[src/rtl/if_pkg.sv]
// Shared definitions for the instruction-fetch stage.
// FSM encodings and the default reset PC.
package if_pkg;

   typedef enum logic [1:0] {
      FETCH = 2'd0,
      HOLD  = 2'd1,
      DROP  = 2'd2
   } if_state_e;

   localparam int unsigned IF_RESET_PC = 0;

endpackage

[src/rtl/ifid_reg.sv]
// IF/ID pipeline register: valid, instruction and pc+1.
// clr drops only the valid bit; the payload is left as is.
module ifid_reg #(
   parameter int unsigned ADDR_W  = 10,
   parameter int unsigned INSTR_W = 32
) (
   input  logic               clk,
   input  logic               rst_n,
   input  logic               load,
   input  logic               clr,
   input  logic [INSTR_W-1:0] d_instr,
   input  logic [ADDR_W-1:0]  d_pc1,
   output logic               valid,
   output logic [INSTR_W-1:0] instr,
   output logic [ADDR_W-1:0]  pc1
);

   always_ff @(posedge clk or negedge rst_n) begin
      if (!rst_n) begin
         valid <= 1'b0;
         instr <= '0;
         pc1   <= '0;
      end else if (load) begin
         valid <= 1'b1;
         instr <= d_instr;
         pc1   <= d_pc1;
      end else if (clr) begin
         valid <= 1'b0;
      end
   end

endmodule

[src/rtl/pc_fetch_unit.sv]
// PC register, instruction-memory request FSM and IF/ID hand-off.
// HOLD parks a fetched word while decode stalls; DROP eats a stale ack.
module pc_fetch_unit
   import if_pkg::*;
#(
   parameter int unsigned ADDR_W   = 10,
   parameter int unsigned INSTR_W  = 32,
   parameter int unsigned RESET_PC = IF_RESET_PC
) (
   input  logic               clk,
   input  logic               rst_n,
   input  logic [ADDR_W-1:0]  pc_next,
   output logic [ADDR_W-1:0]  pc,
   output logic [ADDR_W-1:0]  pc_plus1,
   output logic               imem_req,
   output logic [ADDR_W-1:0]  imem_addr,
   input  logic               imem_ack,
   input  logic [INSTR_W-1:0] imem_rdata,
   input  logic               flush,
   input  logic               ifid_ready,
   output logic               ifid_valid,
   output logic [INSTR_W-1:0] ifid_instr,
   output logic [ADDR_W-1:0]  ifid_pc1
);

   localparam logic [ADDR_W-1:0] RST_PC = ADDR_W'(RESET_PC);

   if_state_e          state;
   logic [ADDR_W-1:0]  req_addr;
   logic [INSTR_W-1:0] hold_instr;
   logic [ADDR_W-1:0]  hold_pc1;

   logic               ack_v;
   logic               slot_free;
   logic               ld;
   logic               clr;
   logic [INSTR_W-1:0] d_instr;
   logic [ADDR_W-1:0]  d_pc1;

   assign pc_plus1  = pc + ADDR_W'(1);
   assign imem_addr = req_addr;
   // an ack with no request outstanding is ignored
   assign ack_v     = imem_ack & imem_req;
   assign slot_free = ~ifid_valid | ifid_ready;

   always_comb begin
      ld      = 1'b0;
      clr     = 1'b0;
      d_instr = imem_rdata;
      d_pc1   = pc_plus1;
      unique case (state)
         FETCH: begin
            if (flush)
               clr = 1'b1;
            else if (ack_v && slot_free)
               ld = 1'b1;
            else if (ifid_ready)
               clr = 1'b1;
         end
         HOLD: begin
            if (flush) begin
               clr = 1'b1;
            end else if (ifid_ready) begin
               ld      = 1'b1;
               d_instr = hold_instr;
               d_pc1   = hold_pc1;
            end
         end
         DROP: begin
            if (flush || ifid_ready)
               clr = 1'b1;
         end
         default: clr = 1'b1;
      endcase
   end

   always_ff @(posedge clk or negedge rst_n) begin
      if (!rst_n) begin
         state      <= FETCH;
         pc         <= RST_PC;
         req_addr   <= RST_PC;
         imem_req   <= 1'b0;
         hold_instr <= '0;
         hold_pc1   <= '0;
      end else begin
         unique case (state)
            FETCH: begin
               imem_req <= 1'b1;
               if (flush) begin
                  pc <= pc_next;
                  if (ack_v || !imem_req)
                     req_addr <= pc_next;
                  else
                     state <= DROP;
               end else if (ack_v) begin
                  pc       <= pc_next;
                  req_addr <= pc_next;
                  if (!slot_free) begin
                     hold_instr <= imem_rdata;
                     hold_pc1   <= pc_plus1;
                     state      <= HOLD;
                     imem_req   <= 1'b0;
                  end
               end
            end
            HOLD: begin
               if (flush) begin
                  pc         <= pc_next;
                  req_addr   <= pc_next;
                  hold_instr <= '0;
                  hold_pc1   <= '0;
                  state      <= FETCH;
                  imem_req   <= 1'b1;
               end else if (ifid_ready) begin
                  state    <= FETCH;
                  imem_req <= 1'b1;
               end
            end
            DROP: begin
               imem_req <= 1'b1;
               if (flush) begin
                  pc <= pc_next;
                  if (ack_v) begin
                     req_addr <= pc_next;
                     state    <= FETCH;
                  end
               end else if (ack_v) begin
                  req_addr <= pc;
                  state    <= FETCH;
               end
            end
            default: begin
               state    <= FETCH;
               imem_req <= 1'b1;
            end
         endcase
      end
   end

   ifid_reg #(
      .ADDR_W  (ADDR_W),
      .INSTR_W (INSTR_W)
   ) u_ifid (
      .clk     (clk),
      .rst_n   (rst_n),
      .load    (ld),
      .clr     (clr),
      .d_instr (d_instr),
      .d_pc1   (d_pc1),
      .valid   (ifid_valid),
      .instr   (ifid_instr),
      .pc1     (ifid_pc1)
   );

endmodule
[config.mk]
export PLATFORM = sky130hd
export DESIGN_NAME = pc_fetch_unit
export DESIGN_NICKNAME = d
export VERILOG_FILES = /design/src/rtl/if_pkg.sv /design/src/rtl/ifid_reg.sv /design/src/rtl/pc_fetch_unit.sv
export SDC_FILE = /design/constraint.sdc
export NUM_CORES = 1
export LEC_CHECK = 0
export ABC_AREA = 1
export BUFFER_PORTS_ARGS = -buffer_cell sky130_fd_sc_hd__buf_2
export CAP_MARGIN = 25
export CORE_UTILIZATION = 59
export DETAILED_ROUTE_END_ITERATION = 8
export GPL_ROUTABILITY_DRIVEN = 0
export GPL_TIMING_DRIVEN = 1
export PLACE_DENSITY = 0.86
export SLEW_MARGIN = 30
export SYNTH_ARGS = -nofsm -noshare
export SYNTH_HDL_FRONTEND = slang
export SYNTH_SLANG_ARGS = --single-unit
[constraint.sdc]
create_clock -name clk -period 3.5 [get_ports clk]
set_input_delay 0.525 -clock clk [delete_from_list [all_inputs] [get_ports clk]]
set_output_delay 0.525 -clock clk [all_outputs]
set_load 0.01 [all_outputs]
# After elaboration in Yosys (flattened, before gate mapping)
# Index checks and enable logic that the tools add are counted.
# totals
regBits	108
output_inout_bits	74
word_cells	93
# op_classes
addsub	1
eq_ne	14
muxes	52
bitwise_logic	3
reduce_logical	14
# op_table
cell	count
32-bit two-way mux	7
10-bit two-way mux	15
32-bit one-hot mux with 2 select lines	1
10-bit one-hot mux with 2 select lines	2
10-bit one-hot mux with 3 select lines	1
3-bit != test (second input constant)	6
1-bit two-way mux	15
2-bit two-way mux	7
10-bit by 1-bit adder with 10-bit output (second input constant)	1
2-bit != test (second input constant)	5
5-bit AND reduction	2
2-bit one-hot mux with 3 select lines	1
2-bit nonzero test	3
1-bit one-hot mux with 2 select lines	2
4-bit AND reduction	1
1-bit one-hot mux with 3 select lines	1
3-bit AND reduction	1
3-bit nonzero test	1
2-bit by 1-bit == test with 1-bit output (second input constant)	1
2-bit == test (second input constant)	1
2-bit zero test	1
1-bit logical OR	2
2-bit by 1-bit != test with 1-bit output (second input constant)	1
2-bit OR reduction	1
other kinds (5)	5

# Logic depth before layout (Yosys ltp)
# Gate-level depths: netlist of the first run.
# depth
word_depth	8
ltp_mapped	12
ltp_nobuf	11

# Hierarchy
# From an unflattened synthesis of the first run, not the netlist that was laid out.
# hier_totals
hier_cells	764
hier_area_um2	5733.0
# modules_own_cells
module	n_inst	cells_per_inst	area_per_inst_um2
pc_fetch_unit	1	582	4006.3
ifid_reg	1	182	1726.7

# Least setup slack after synthesis of the first run
# OpenSTA, ideal clock, no wires.
# synth_path
kind	register -> output
from	reg pc[0]
to	out pc_plus1[6]
arrival_time_ns	1.285
slack_ns	1.690
stages_incl_launch_ff	6
path_buffers	0
cell_sequence	dfrtp_1 -> ha_1 -> nand3_1 -> nor2_1 -> nand2_1 -> xor2_1
# synth_via
elab_chain_len	1
# synth_rtl
element	line_no	text
start: declaration	pc_fetch_unit.sv:13	output logic [ADDR_W-1:0] pc,
start signal: assignment	pc_fetch_unit.sv:90	pc <= pc_next;
start signal: assignment	pc_fetch_unit.sv:96	pc <= pc_next;
start signal: assignment	pc_fetch_unit.sv:108	pc <= pc_next;
10-bit by 1-bit adder with 10-bit output	pc_fetch_unit.sv:40	assign pc_plus1 = pc + ADDR_W'(1);
end: declaration	pc_fetch_unit.sv:14	output logic [ADDR_W-1:0] pc_plus1,
# No other way between the ends.

# Worst setup path after layout of the first run
# layout_path
from	reg state[1]
to	reg u_ifid.pc1[5]
# layout_via
elab_chain_len	2
word_cells_on_any_way	4
cone_classes	eq/ne (1); mux (2); reduce/logical (1)
# layout_rtl
element	line_no	text
start: declaration	pc_fetch_unit.sv:28	if_state_e state;
start signal: assignment	pc_fetch_unit.sv:79	state <= FETCH;
start signal: assignment	pc_fetch_unit.sv:94	state <= DROP;
start signal: assignment	pc_fetch_unit.sv:101	state <= HOLD;
2-bit by 1-bit == test with 1-bit output or 2-bit zero test (tied branches)	pc_fetch_unit.sv:51	unique case (state)
1-bit one-hot mux with 2 select lines or 10-bit two-way mux (tied branches)	pc_fetch_unit.sv:51	
end signal: assignment	ifid_reg.sv:26	pc1 <= d_pc1;
end: declaration	ifid_reg.sv:15	output logic [ADDR_W-1:0] pc1
# Several ways; a longest one is shown, not always the timed one.
# A chain may end at the register's enable or synchronous reset.

==> summary.txt, run 1 <==
Logic synthesis
  – Syn Nets: 756
  – Post-synth EDFFs: 0
  – Distinct cells, synth: 27
  – Largest family of logic cells by synthesized area: simple AND/OR/NAND/NOR gates
  – Synth warnings: 0
  – Adder-Cell Fraction of Synth Area: 1.17%
  – Synth Area in XOR/XNOR: 0.816%
  – Top FF cell, synth: dfrtp_1
  – Post-synthesis compound-gate area fraction: 8.68%
  – Multiplexer share of the synthesized area: 0%
  – Gate Count Post-Synth: 704
  – Simple-gate area share of the yosys netlist: 30.9%
  – Async set-reset flop share out of synthesis: 100%
  – Mapped Area: 0.00537 mm^2
  – Synth top area cells: dfrtp_1 (50%), nand2_1 (18%), inv_1 (4.3%)
  – Register area share after synthesis: 50.4%
  – Syn Area/Cell: 7.62 um^2
  – Post-synth top area share: 50.4%
  – Yosys reg bits: 108
  – Cell taking the most area after synthesis: dfrtp_1

Detailed routing
  – TritonRoute pass-1 iters: 5
  – Final WL: 14,100 um
  – Residual DRC count: 0
  – WL per Instance: 15.3 um
  – Total number of vias: 5,178
  – Post-DRT Antenna Nets: 0
  – 1st-iter DRT viols: 338
  – Vias per Instance: 5.63

Global routing
  – All-layer global routing usage: 30.5%
  – Total congestion overflow: 0
  – First-pass GRT wire length: 23,400 um
  – Largest net degree at the start of global routing: 87
  – Vias in the first global route: 4,941
  – Initial antenna violation count: 1

Flow run
  – Max-cap violations: 0

Timing
  – Fin. max-slew vios: 0
  – Setup TNS: 0 ns
  – Minimum clock period: 2.65 ns
  – RSZ-0062 raised after global routing: false
  – Worst setup margin: 0.853 ns
  – Final hold violation count: 0
  – Final period util: 75.6%
  – Final Skew: 0.0140 ns
  – Fmax: 378 MHz
  – Slew headroom: 49.0%
  – Worst Max-Slew Pin Slew: 0.765 ns
  – Final setup vio count: 0

Clock network
  – Clock Latency Late Sink: 0.38 ns
  – CTS Buf Count: 9
  – CTS tree: built
  – Post-CTS resize count: 0
  – CTS H-tree depth: 3
  – # clock sinks: 108
  – Bufs on Longest Clock Path: 2
  – Clk Tree Root Cell: clkbuf_8
  – Post-CTS Setup Inserts: 0
  – Clock-pin transition on the worst setup and hold timing paths: 0.12 ns
  – Post-CTS Hold Fix Bufs: 0

Setup path
  – Reg2reg end: u_ifid.pc1[5]
  – CP max FO: 37
  – Type of destination of the critical path: register
  – Worst setup path class: reg2reg
  – Reg2reg start: state[1]
  – FF-to-FF setup slack: 0.85 ns
  – FF-to-FF path depth: 12
  – Crit start category: register
  – Data required, critical path: 3.77 ns
  – Arr. time, crit path: 2.91 ns

Floorplan
  – Core area: 0.00876 mm^2
  – Die width: 97.4 um
  – Number of I/O pins: 121
  – Die area: 0.00948 mm^2
  – Initial Util: 61.2%
  – # rows: 34
  – Die Y: 97.4 um

Worst hold path
  – Hold Crit Class: in2async

Layout
  – Fin cells: 919
  – P&R area growth vs syn: 15.4%
  – Layout fillers: 711
  – Antenna Cells: 0
  – NumNets Final: 858
  – Share of layout cells above drive strength 1: 19.1%

Outcome
  – Status: finished, final reports clean

Place
  – Hpwl dp: 9810 um
  – Placed Instances: 903
  – PortBufs: 120
  – Setup slack at placement: 0.900 ns

Pwr
  – Power consumption: 0.00538 W
  – Cell Pwr Density: 868 mW/mm^2
  – Leak pwr: 3.36 nW
  – VDD IR max: 0.482 mV
## per-stage QoR
| step | hold WS, ns | util [%] | cell area [um^2] |
|---|---|---|---|
| 5_1_grt | 0.242 | 70.7 | 6190 |
| 3_5_place_dp | 0.459 | 68.3 | 5990 |
| 2_1_floorplan | 0.229 | - | 5370 |
| 6_report | 0.176 | 70.7 | 6190 |
| 4_1_cts | 0.219 | 70.7 | 6190 |
| 3_3_place_gp | 0.453 | 68.3 | 5980 |
## flip-flops by register name, indices dropped and copies added, names as in the netlist, 2 cells and up
register,cells
hold_pc1,10
pc,10
imem_addr,10
hold_instr,32
u_ifid.instr,32
u_ifid.pc1,10
state,2
## cells in the mapped netlist (all sizes together) (2+ instances only)
library cell and count:
o21ai 16, a21oi 35, buf 22, clkbuf 14
ha 5, inv 64, dfrtp 108, o22ai 27
nor3 42, nand2 256, nand3 40, xor2 5
nor2 62, o211ai 4, nand4 2
## logic make-up after synthesis
group,after synthesis
flip-flops,108
XOR/XNOR,5
adder cells (fa/ha/maj),5
AO/OA/AOI/OAI,82
AND/OR/NAND/NOR,403
buffers and inverters,101
## layout make-up
type	instances	area, um^2	share of cell area [%]
Clock inverter	6	67.6	1.09
Multi-Input combinational cell	495	2230	36.1
Timing Repair Buffer	127	672	10.8
Tap cell	108	135	2.18
Sequential cell	108	2700	43.6
Inverter	65	244	3.94
Clock buffer	10	138	2.22
## critical path: stages (launching register included)
cell	delay [ns]
dfrtp_1	0.43
inv_1	0.11
ha_1	0.48
inv_1	0.17
nor2_4	0.17
nand2_1	0.09
buf_4	0.27
nand2_4	0.38
inv_2	0.18
nand2_1	0.11
nand2_1	0.05
inv_1	0.04
nand2_1	0.05
## how the worst max path moves through the flow
| stage | startpoint | to | depth (start not counted) |
|---|---|---|---|
| 2_1_floorplan | pc[0] | pc_plus1[6] | 5 |
| 3_3_place_gp | state[1] | u_ifid.pc1[6] | 12 |
| 3_5_place_dp | state[1] | u_ifid.pc1[8] | 12 |
| 4_1_cts | state[1] | u_ifid.pc1[6] | 12 |
| 5_1_grt | state[1] | u_ifid.pc1[5] | 12 |
| 6_report | state[1] | u_ifid.pc1[5] | 12 |
## routing by layer
metal / part of all wire (%) / track usage [%]
met5: 0 / 0
met4: 2.0 / 12.1
met3: 9.2 / 5.11
met2: 49 / 50.0
met1: 40 / 40.6
## layout by cell type (no fill, tap or decap), drive strengths merged
master / instances
o211ai: 4
buf: 127
inv: 68
nand3: 40
nor3: 42
clkbuf: 10
o21ai: 16
and2: 1
xor2: 5
nor2: 62
ha: 5
nand4: 2
o22ai: 27
clkinv: 3
a21oi: 35
nand2: 256
dfrtp: 108
## power by group
| group | leakage (nW) | internal [W] | total (W) | switching, W |
|---|---|---|---|---|
| clock network | 0.104 | 0.000301 | 0.000777 | 0.000475 |
| logic | 1.95 | 0.000869 | 0.00234 | 0.00147 |
| registers | 1.30 | 0.00184 | 0.00226 | 0.000424 |
No activity file was read; power rests on OpenSTA's default activity.
==> run 2, diff against run 1 <==
ABC_AREA = 0   (was 1)
CORE_UTILIZATION = 48   (was 59)
PLACE_DENSITY = 0.76   (was 0.86)
clock period = 2.3 ns   (was 3.5 ns; I/O delays follow)
==> run 2 against run 1 <==
Effect of this change: via count fell by 17%; synthesized area fell by 5.4%; non-clock buffer count rose by 7; wire length fell by 9.6%; cell count fell by 21%; synthesized cell count fell by 32%; clock power rose by 52%; critical path depth fell by 6; first-iteration DRC count fell by 20%; combinational power rose by 43%.
==> summary.txt, run 2 <==
Setup path
  – Reg2reg end: imem_addr[8] (was u_ifid.pc1[5])
  – Crit start category: register (unchanged)
  – Data required, critical path: 1.96 ns (was 3.77 ns)
  – CP max FO: 7 (was 37)
  – Arr. time, crit path: 1.82 ns (was 2.91 ns)
  – FF-to-FF setup slack: 0.23 ns (was 0.85 ns)
  – Reg2reg start: state[0] (was state[1])
  – Type of destination of the critical path: primary output (was register)
  – Worst setup path class: reg2out (was reg2reg)
  – FF-to-FF path depth: 7 (was 12)

Detailed routing
  – Residual DRC count: 0 (unchanged)
  – Total number of vias: 4,287 (was 5,178)
  – 1st-iter DRT viols: 269 (was 338)
  – Post-DRT Antenna Nets: 0 (unchanged)
  – WL per Instance: 17.5 um (was 15.3 um)
  – Final WL: 12,700 um (was 14,100 um)
  – TritonRoute pass-1 iters: 4 (was 5)
  – Vias per Instance: 5.90 (was 5.63)

Logic synthesis
  – Distinct cells, synth: 54 (was 27)
  – Yosys reg bits: 108 (unchanged)
  – Post-synth EDFFs: 0 (unchanged)
  – Synth top cells by count: dfrtp_1 (108), nor2_1 (80), o22ai_1 (38), a22o_1 (37), o21ai_0 (24) (was nand2_1 (254), dfrtp_1 (108), inv_1 (61), nor2_1 (58), nor3_1 (42))
  – Syn Nets: 528 (was 756)
  – Syn Area/Cell: 10.7 um^2 (was 7.62 um^2)
  – Most frequent cell after synthesis: dfrtp_1 (was nand2_1)
  – Post-synth top area share: 53.3% (was 50.4%)
  – Cell taking the most area after synthesis: dfrtp_1 (unchanged)
  – Multiplexer share of the synthesized area: 2.61% (was 0%)
  – Largest family of logic cells by synthesized area: compound AO/OA/AOI/OAI gates (was simple AND/OR/NAND/NOR gates)
  – Synth Area in XOR/XNOR: 1.38% (was 0.816%)
  – Gate Count Post-Synth: 476 (was 704)
  – Register area share after synthesis: 53.3% (was 50.4%)
  – Adder-Cell Fraction of Synth Area: 1.23% (was 1.17%)
  – Synth top area cells: dfrtp_1 (53%), a22o_1 (6.4%), nor2_1 (5.9%) (was dfrtp_1 (50%), nand2_1 (18%), inv_1 (4.3%))
  – Simple-gate area share of the yosys netlist: 10.9% (was 30.9%)
  – Top FF cell, synth: dfrtp_1 (unchanged)
  – Async set-reset flop share out of synthesis: 100% (unchanged)
  – Mapped Area: 0.00507 mm^2 (was 0.00537 mm^2)
  – Synth warnings: 0 (unchanged)
  – Post-synthesis compound-gate area fraction: 25.5% (was 8.68%)

Global routing
  – First-pass GRT wire length: 20,500 um (was 23,400 um)
  – Initial antenna violation count: 0 (was 1)
  – Largest net degree at the start of global routing: 50 (was 87)
  – All-layer global routing usage: 23.5% (was 30.5%)
  – Vias in the first global route: 3,992 (was 4,941)
  – Total congestion overflow: 0 (unchanged)

Pwr
  – Power consumption: 0.00787 W (was 0.00538 W)
  – Internal: 0.00482 W (was 0.00301 W)
  – Comb pwr share: 42.5% (was 43.5%)
  – Cell Pwr Density: 1310 mW/mm^2 (was 868 mW/mm^2)
  – Sw frac: 38.7% (was 44.1%)
  – VDD IR max: 0.623 mV (was 0.482 mV)
  – Clock network fraction of design power: 15.0% (was 14.4%)
  – Seq pwr share: 42.4% (was 42.1%)
  – Leak pwr: 2.77 nW (was 3.36 nW)
  – Net Switching: 0.00304 W (was 0.00237 W)

Timing
  – Fin. max-slew vios: 0 (unchanged)
  – Final hold violation count: 0 (unchanged)
  – Slew headroom: 54.7% (was 49.0%)
  – RSZ-0062 raised after global routing: false (unchanged)
  – Final Skew: 0.0141 ns (was 0.0140 ns)
  – Worst Max-Slew Pin Slew: 0.680 ns (was 0.765 ns)
  – Minimum clock period: 2.16 ns
  – Final setup vio count: 0 (unchanged)
  – Fmax: 462 MHz
  – Final period util: 94.1%
  – Hold Slack: 0.0131 ns (was 0.176 ns)
  – Setup TNS: 0 ns (unchanged)

Clock network
  – Bufs on Longest Clock Path: 2 (unchanged)
  – CTS H-tree depth: 3 (unchanged)
  – CTS Buf Count: 9 (unchanged)
  – Clk Tree Root Cell: clkbuf_8 (unchanged)
  – Clock Latency Late Sink: 0.37 ns (was 0.38 ns)
  – Clock-pin transition on the worst setup and hold timing paths: 0.10 ns (was 0.12 ns)
  – CTS tree: built (unchanged)
  – Post-CTS Hold Fix Bufs: 0 (unchanged)
  – # clock sinks: 108 (unchanged)

Floorplan
  – Core area: 0.0103 mm^2 (was 0.00876 mm^2)
  – Number of I/O pins: 121 (unchanged)
  – Initial Util: 49.4% (was 61.2%)
  – Die area: 0.0110 mm^2 (was 0.00948 mm^2)
  – Die width: 105 um (was 97.4 um)
  – Die Y: 105 um (was 97.4 um)
  – # rows: 37 (was 34)

Outcome
  – Status: finished, final reports clean (unchanged)

Layout
  – Share of layout cells above drive strength 1: 31.0% (was 19.1%)
  – NumNets Final: 637 (was 858)
  – Fin cells: 726 (was 919)
  – Largest regs: hold_instr x32, u_ifid.instr x32 (unchanged)
  – Antenna Cells: 0 (unchanged)
  – Most common cell after layout, fill and taps aside: buf_2 (was nand2_1)
  – Most frequent cells in the layout: buf_2 (119), dfrtp_1 (104), nor2_1 (80) (was nand2_1 (254), buf_2 (119), dfrtp_1 (108))
  – P&R area growth vs syn: 18.8% (was 15.4%)

Worst hold path
  – Hold Crit Class: in2async (unchanged)

Place
  – PortBufs: 120 (unchanged)
  – Hpwl dp: 8510 um (was 9810 um)
  – Placed Instances: 709 (was 903)

Flow run
  – Max-cap violations: 0 (unchanged)
==> run 2: cell families after synthesis <==
family                     Yosys count
adders and majority gates            5
and+or+nand+nor                    122
muxes                               12
buffers and inverters               50
xor gates and xnor gates             8
DFF                                108
AOI/OAI and AO/OA                  171
==> run 2: metal layers <==
layer / GRT usage, % / vias up / share of wire [%]
li1: - / 1957 / -
met1: 33.1 / 2118 / 44
met2: 37.7 / 206 / 48
met3: 4.74 / 6 / 7.2
met4: 5.33 / 0 / 0.46
met5: 0 / - / 0
==> run 2: how the worst max path moves through the flow <==
stage          cells past startpoint                to  startpoint  slack (ns)
3_5_place_dp                       5  u_ifid.instr[23]    imem_ack        0.18
6_report                           6       pc_plus1[8]       pc[0]        0.14
2_1_floorplan                      7             pc[0]    state[0]        0.55
3_3_place_gp                       5  u_ifid.instr[14]    imem_ack        0.25
4_1_cts                            6       pc_plus1[8]       pc[0]        0.03
5_1_grt                            6       pc_plus1[6]       pc[0]       0.008
==> run 2: repair_timing <==
action                     CTS  global route
gates resized for setup      0             5
setup endpoints to repair    0             3
setup buffers                0             0
==> run 2: critical path, cell delays in order (launching register included) <==
cell and delay, ns:
dfrtp_2 0.45, ha_1 0.23, nand4_1 0.16, nor2_1 0.21
xnor2_2 0.16, inv_1 0.10, buf_2 0.15
==> run 2: power by group through the flow <==
| stage | sequential (W) | clock, W | combinational [W] |
|---|---|---|---|
| 2_1_floorplan | 0.00350 | 0 | 0.00195 |
| 3_5_place_dp | 0.00335 | 0 | 0.00332 |
| 6_report | 0.00334 | 0.00118 | 0.00335 |
| 5_1_grt | 0.00344 | 0.00129 | 0.00367 |
| 4_1_cts | 0.00332 | 0.00121 | 0.00334 |
| 3_3_place_gp | 0.00332 | 0 | 0.00322 |
==> run 2: per-stage QoR <==
stage / cell area, um^2 / worst slack [ns] / utilization, %
after floorplan: 5070 / 0.551 / -
after global placement: 5800 / 0.255 / 56.4
final: 6030 / 0.137 / 58.7
after CTS: 6000 / 0.0277 / 58.4
after detailed placement: 5800 / 0.178 / 56.4
after global routing: 6030 / 0.00810 / 58.7
==> run 2: area by class of cell <==
| class | count | area [um^2] |
|---|---|---|
| Clock inverter | 6 | 73.8 |
| Tap cell | 136 | 170 |
| Multi-Input combinational cell | 318 | 2140 |
| Inverter | 14 | 52.6 |
| Fill cell | 896 | 4250 |
| Sequential cell | 108 | 2710 |
| Clock buffer | 10 | 128 |
| Timing Repair Buffer | 134 | 753 |
==> run 3, diff against run 2 <==
CORE_ASPECT_RATIO = 1.1   (was not set)
PLACE_DENSITY = not set   (was 0.76)
PLACE_DENSITY_LB_ADDON = 0.1   (was not set)
==> run 3 against run 2 <==
Effect of this change: worst hold slack better by 0.23 ns; die area about the same; global-route usage grew 0.078 points; sequential share of layout area decreased by 1.3 points; sequential power about the same; clock-buffer cell count stayed put; clock power is 45% higher; critical path depth fell by 1; maximum frequency increased by 0.29%; final area increased by 2.9%.
==> summary.txt, run 3 (synthesized netlist as in run 2, its figures left out) <==
Detailed routing
  – Vias per Instance: 5.78 (was 5.90)
  – 1st-iter DRT viols: 218 (was 269)
  – Post-DRT Antenna Nets: 0 (unchanged)
  – WL per Instance: 17.3 um (was 17.5 um)
  – Residual DRC count: 0 (unchanged)
  – Final WL: 12,800 um (was 12,700 um)
  – Total number of vias: 4,269 (was 4,287)
  – TritonRoute pass-1 iters: 4 (unchanged)

Layout
  – Most common cell after layout, fill and taps aside: buf_2 (unchanged)
  – Cell area after layout: 0.00620 mm^2 (was 0.00603 mm^2)
  – P&R area growth vs syn: 22.3% (was 18.8%)
  – Share of layout cells above drive strength 1: 31.1% (was 31.0%)
  – Layout fillers: 931 (was 896)
  – Antenna Cells: 0 (unchanged)
  – NumNets Final: 642 (was 637)
  – Most frequent cells in the layout: buf_2 (119), dfrtp_1 (107), nor2_1 (80) (was buf_2 (119), dfrtp_1 (104), nor2_1 (80))
  – Largest regs: hold_instr x32, u_ifid.instr x32 (unchanged)
  – Area occupied by multi-input gates: 0.00214 mm^2 (about the same)
  – Register Area: 0.00270 mm^2 (was 0.00271 mm^2)

Worst hold path
  – Worst hold stages: 2
  – Hold Crit Class: in2reg (was in2async)
  – Hold Crit Start: imem_rdata[12]
  – Hold Path Sink: hold_instr[12]

Floorplan
  – Initial Util: 49.1% (was 49.4%)
  – Core area: 0.0103 mm^2 (about the same)
  – Die Y: 110 um (was 105 um)
  – # rows: 39 (was 37)
  – Number of I/O pins: 121 (unchanged)
  – Die width: 100 um (was 105 um)
  – Die area: 0.0110 mm^2 (about the same)

Setup path
  – Worst setup path class: reg2out (unchanged)
  – CP max-delay cell: dfrtp_1 (was dfrtp_2)
  – Arr. time, crit path: 1.81 ns (was 1.82 ns)
  – Type of destination of the critical path: primary output (unchanged)
  – Data required, critical path: 1.96 ns (about the same)
  – Reg2reg end: hold_instr[9] (was imem_addr[8])
  – Crit path cell chain: nand3_1 > nor4_2 > xnor2_1 > inv_1 > buf_2 (was ha_1 > nand4_1 > nor2_1 > xnor2_2 > inv_1 > buf_2)
  – Largest stage delay, worst path: 0.49 ns (was 0.45 ns)
  – Crit start category: register (unchanged)
  – FF-to-FF setup slack: 0.22 ns (was 0.23 ns)
  – Reg2reg start: state[0] (unchanged)
  – FF-to-FF path depth: 6 (was 7)
  – CP max FO: 7 (unchanged)

Global routing
  – Gr busiest metal: met2 (unchanged)
  – Met1 usage: 32.5% (was 33.1%)
  – Met2 track utilization from global routing: 36.9% (was 37.7%)
  – First-pass GRT wire length: 20,200 um (was 20,500 um)
  – Met3 usage: 4.13% (was 4.74%)
  – All-layer global routing usage: 23.6% (was 23.5%)
  – Initial antenna violation count: 0 (unchanged)
  – Largest net degree at the start of global routing: 44 (was 50)
  – Total congestion overflow: 0 (unchanged)
  – Vias in the first global route: 4,082 (was 3,992)

Clock network
  – # clock sinks: 108 (unchanged)
  – CTS Buf Count: 9 (unchanged)
  – Clock Latency Late Sink: 0.35 ns (was 0.37 ns)
  – CTS H-tree depth: 3 (unchanged)
  – Post-CTS Setup Inserts: 0 (unchanged)
  – Clock-pin transition on the worst setup and hold timing paths: 0.08 ns (was 0.10 ns)
  – CTS tree: built (unchanged)
  – Clk Tree Root Cell: clkbuf_16 (was clkbuf_8)
  – Bufs on Longest Clock Path: 2 (unchanged)

Pwr
  – Leak pwr: 2.85 nW (was 2.77 nW)
  – Cell Pwr Density: 1360 mW/mm^2 (was 1310 mW/mm^2)
  – Power consumption: 0.00841 W (was 0.00787 W)
  – VDD IR max: 0.554 mV (was 0.623 mV)

Place
  – Hpwl dp: 8550 um (was 8510 um)
  – PortBufs: 120 (unchanged)
  – Area after DPL: 0.00585 mm^2 (was 0.00580 mm^2)

Timing
  – Final period util: 93.8% (was 94.1%)
  – Setup TNS: 0 ns (unchanged)
  – Final setup vio count: 0 (unchanged)
  – Fin. max-slew vios: 0 (unchanged)
  – Minimum clock period: 2.16 ns (about the same)
  – Slew headroom: 54.9% (was 54.7%)
  – Fmax: 464 MHz (was 462 MHz)
  – RSZ-0062 raised after global routing: false (unchanged)
  – Hold Slack: 0.240 ns (was 0.0131 ns)
  – Worst Max-Slew Pin Slew: 0.676 ns (was 0.680 ns)
  – Final hold violation count: 0 (unchanged)
  – Final Skew: 0.00905 ns (was 0.0141 ns)

Flow run
  – Max-cap violations: 0 (unchanged)

Outcome
  – Status: finished, final reports clean (unchanged)
## run 3: critical path: cells and delay by family (launching register included)
kind | cells | cell delay (ns)
flip-flops | 1 | 0.49
AND/OR/NAND/NOR | 2 | 0.48
XOR/XNOR | 1 | 0.26
buffers and inverters | 2 | 0.23
## run 3: final cells by class
| class | instances | area share, % |
|---|---|---|
| clock buffers | 10 | 3.85 |
| clock inverters | 6 | 1.53 |
| inverters | 14 | 0.847 |
| multi-input cells | 318 | 34.5 |
| flip-flops and latches | 108 | 43.6 |
| well taps | 143 | 2.88 |
| repair buffers | 139 | 12.8 |
## run 3: worst max-delay path by stage
stage | start | endpoint | slack (ns) | cells after the start
after floorplan | state[0] | pc[0] | 0.55 | 7
after global placement | state[1] | u_ifid.instr[2] | 0.22 | 6
after detailed placement | state[0] | hold_pc1[4] | 0.21 | 6
after CTS | pc[1] | pc_plus1[8] | 0.09 | 6
after global routing | pc[3] | pc_plus1[9] | 0.003 | 5
final | pc[3] | pc_plus1[9] | 0.14 | 5
## run 3: through the flow
step | setup slack (ns) | cells | utilization (%)
final | 0.143 | 738 | 60.0
after global routing | 0.00279 | 738 | 60.0
after CTS | 0.0944 | 738 | 59.9
after detailed placement | 0.213 | 721 | 56.6
after global placement | 0.222 | 720 | 56.4
after floorplan | 0.551 | 476 | -
## run 3: repair_timing
action	in CTS	in global routing
hold buffers	1	0
endpoints found under the setup margin	0	2
hold endpoints to repair	1	0
resized for setup	0	2
## run 3: metal layers
| layer | part of all wire (%) | vias to the layer above | wire (um) |
|---|---|---|---|
| li1 | - | 1981 | - |
| met1 | 45 | 2137 | 5770 |
| met2 | 48 | 136 | 6090 |
| met3 | 4.9 | 15 | 626 |
| met4 | 2.2 | 0 | 287 |
| met5 | 0 | - | 0 |
## run 3: power by group
part	total (W)	switching (W)	leakage (nW)	internal, W
clock	0.00171	0.000716	0.157	0.000994
sequential	0.00332	0.000555	1.29	0.00276
combinational	0.00338	0.00181	1.40	0.00157
total	0.00841	0.00309	2.85	0.00533
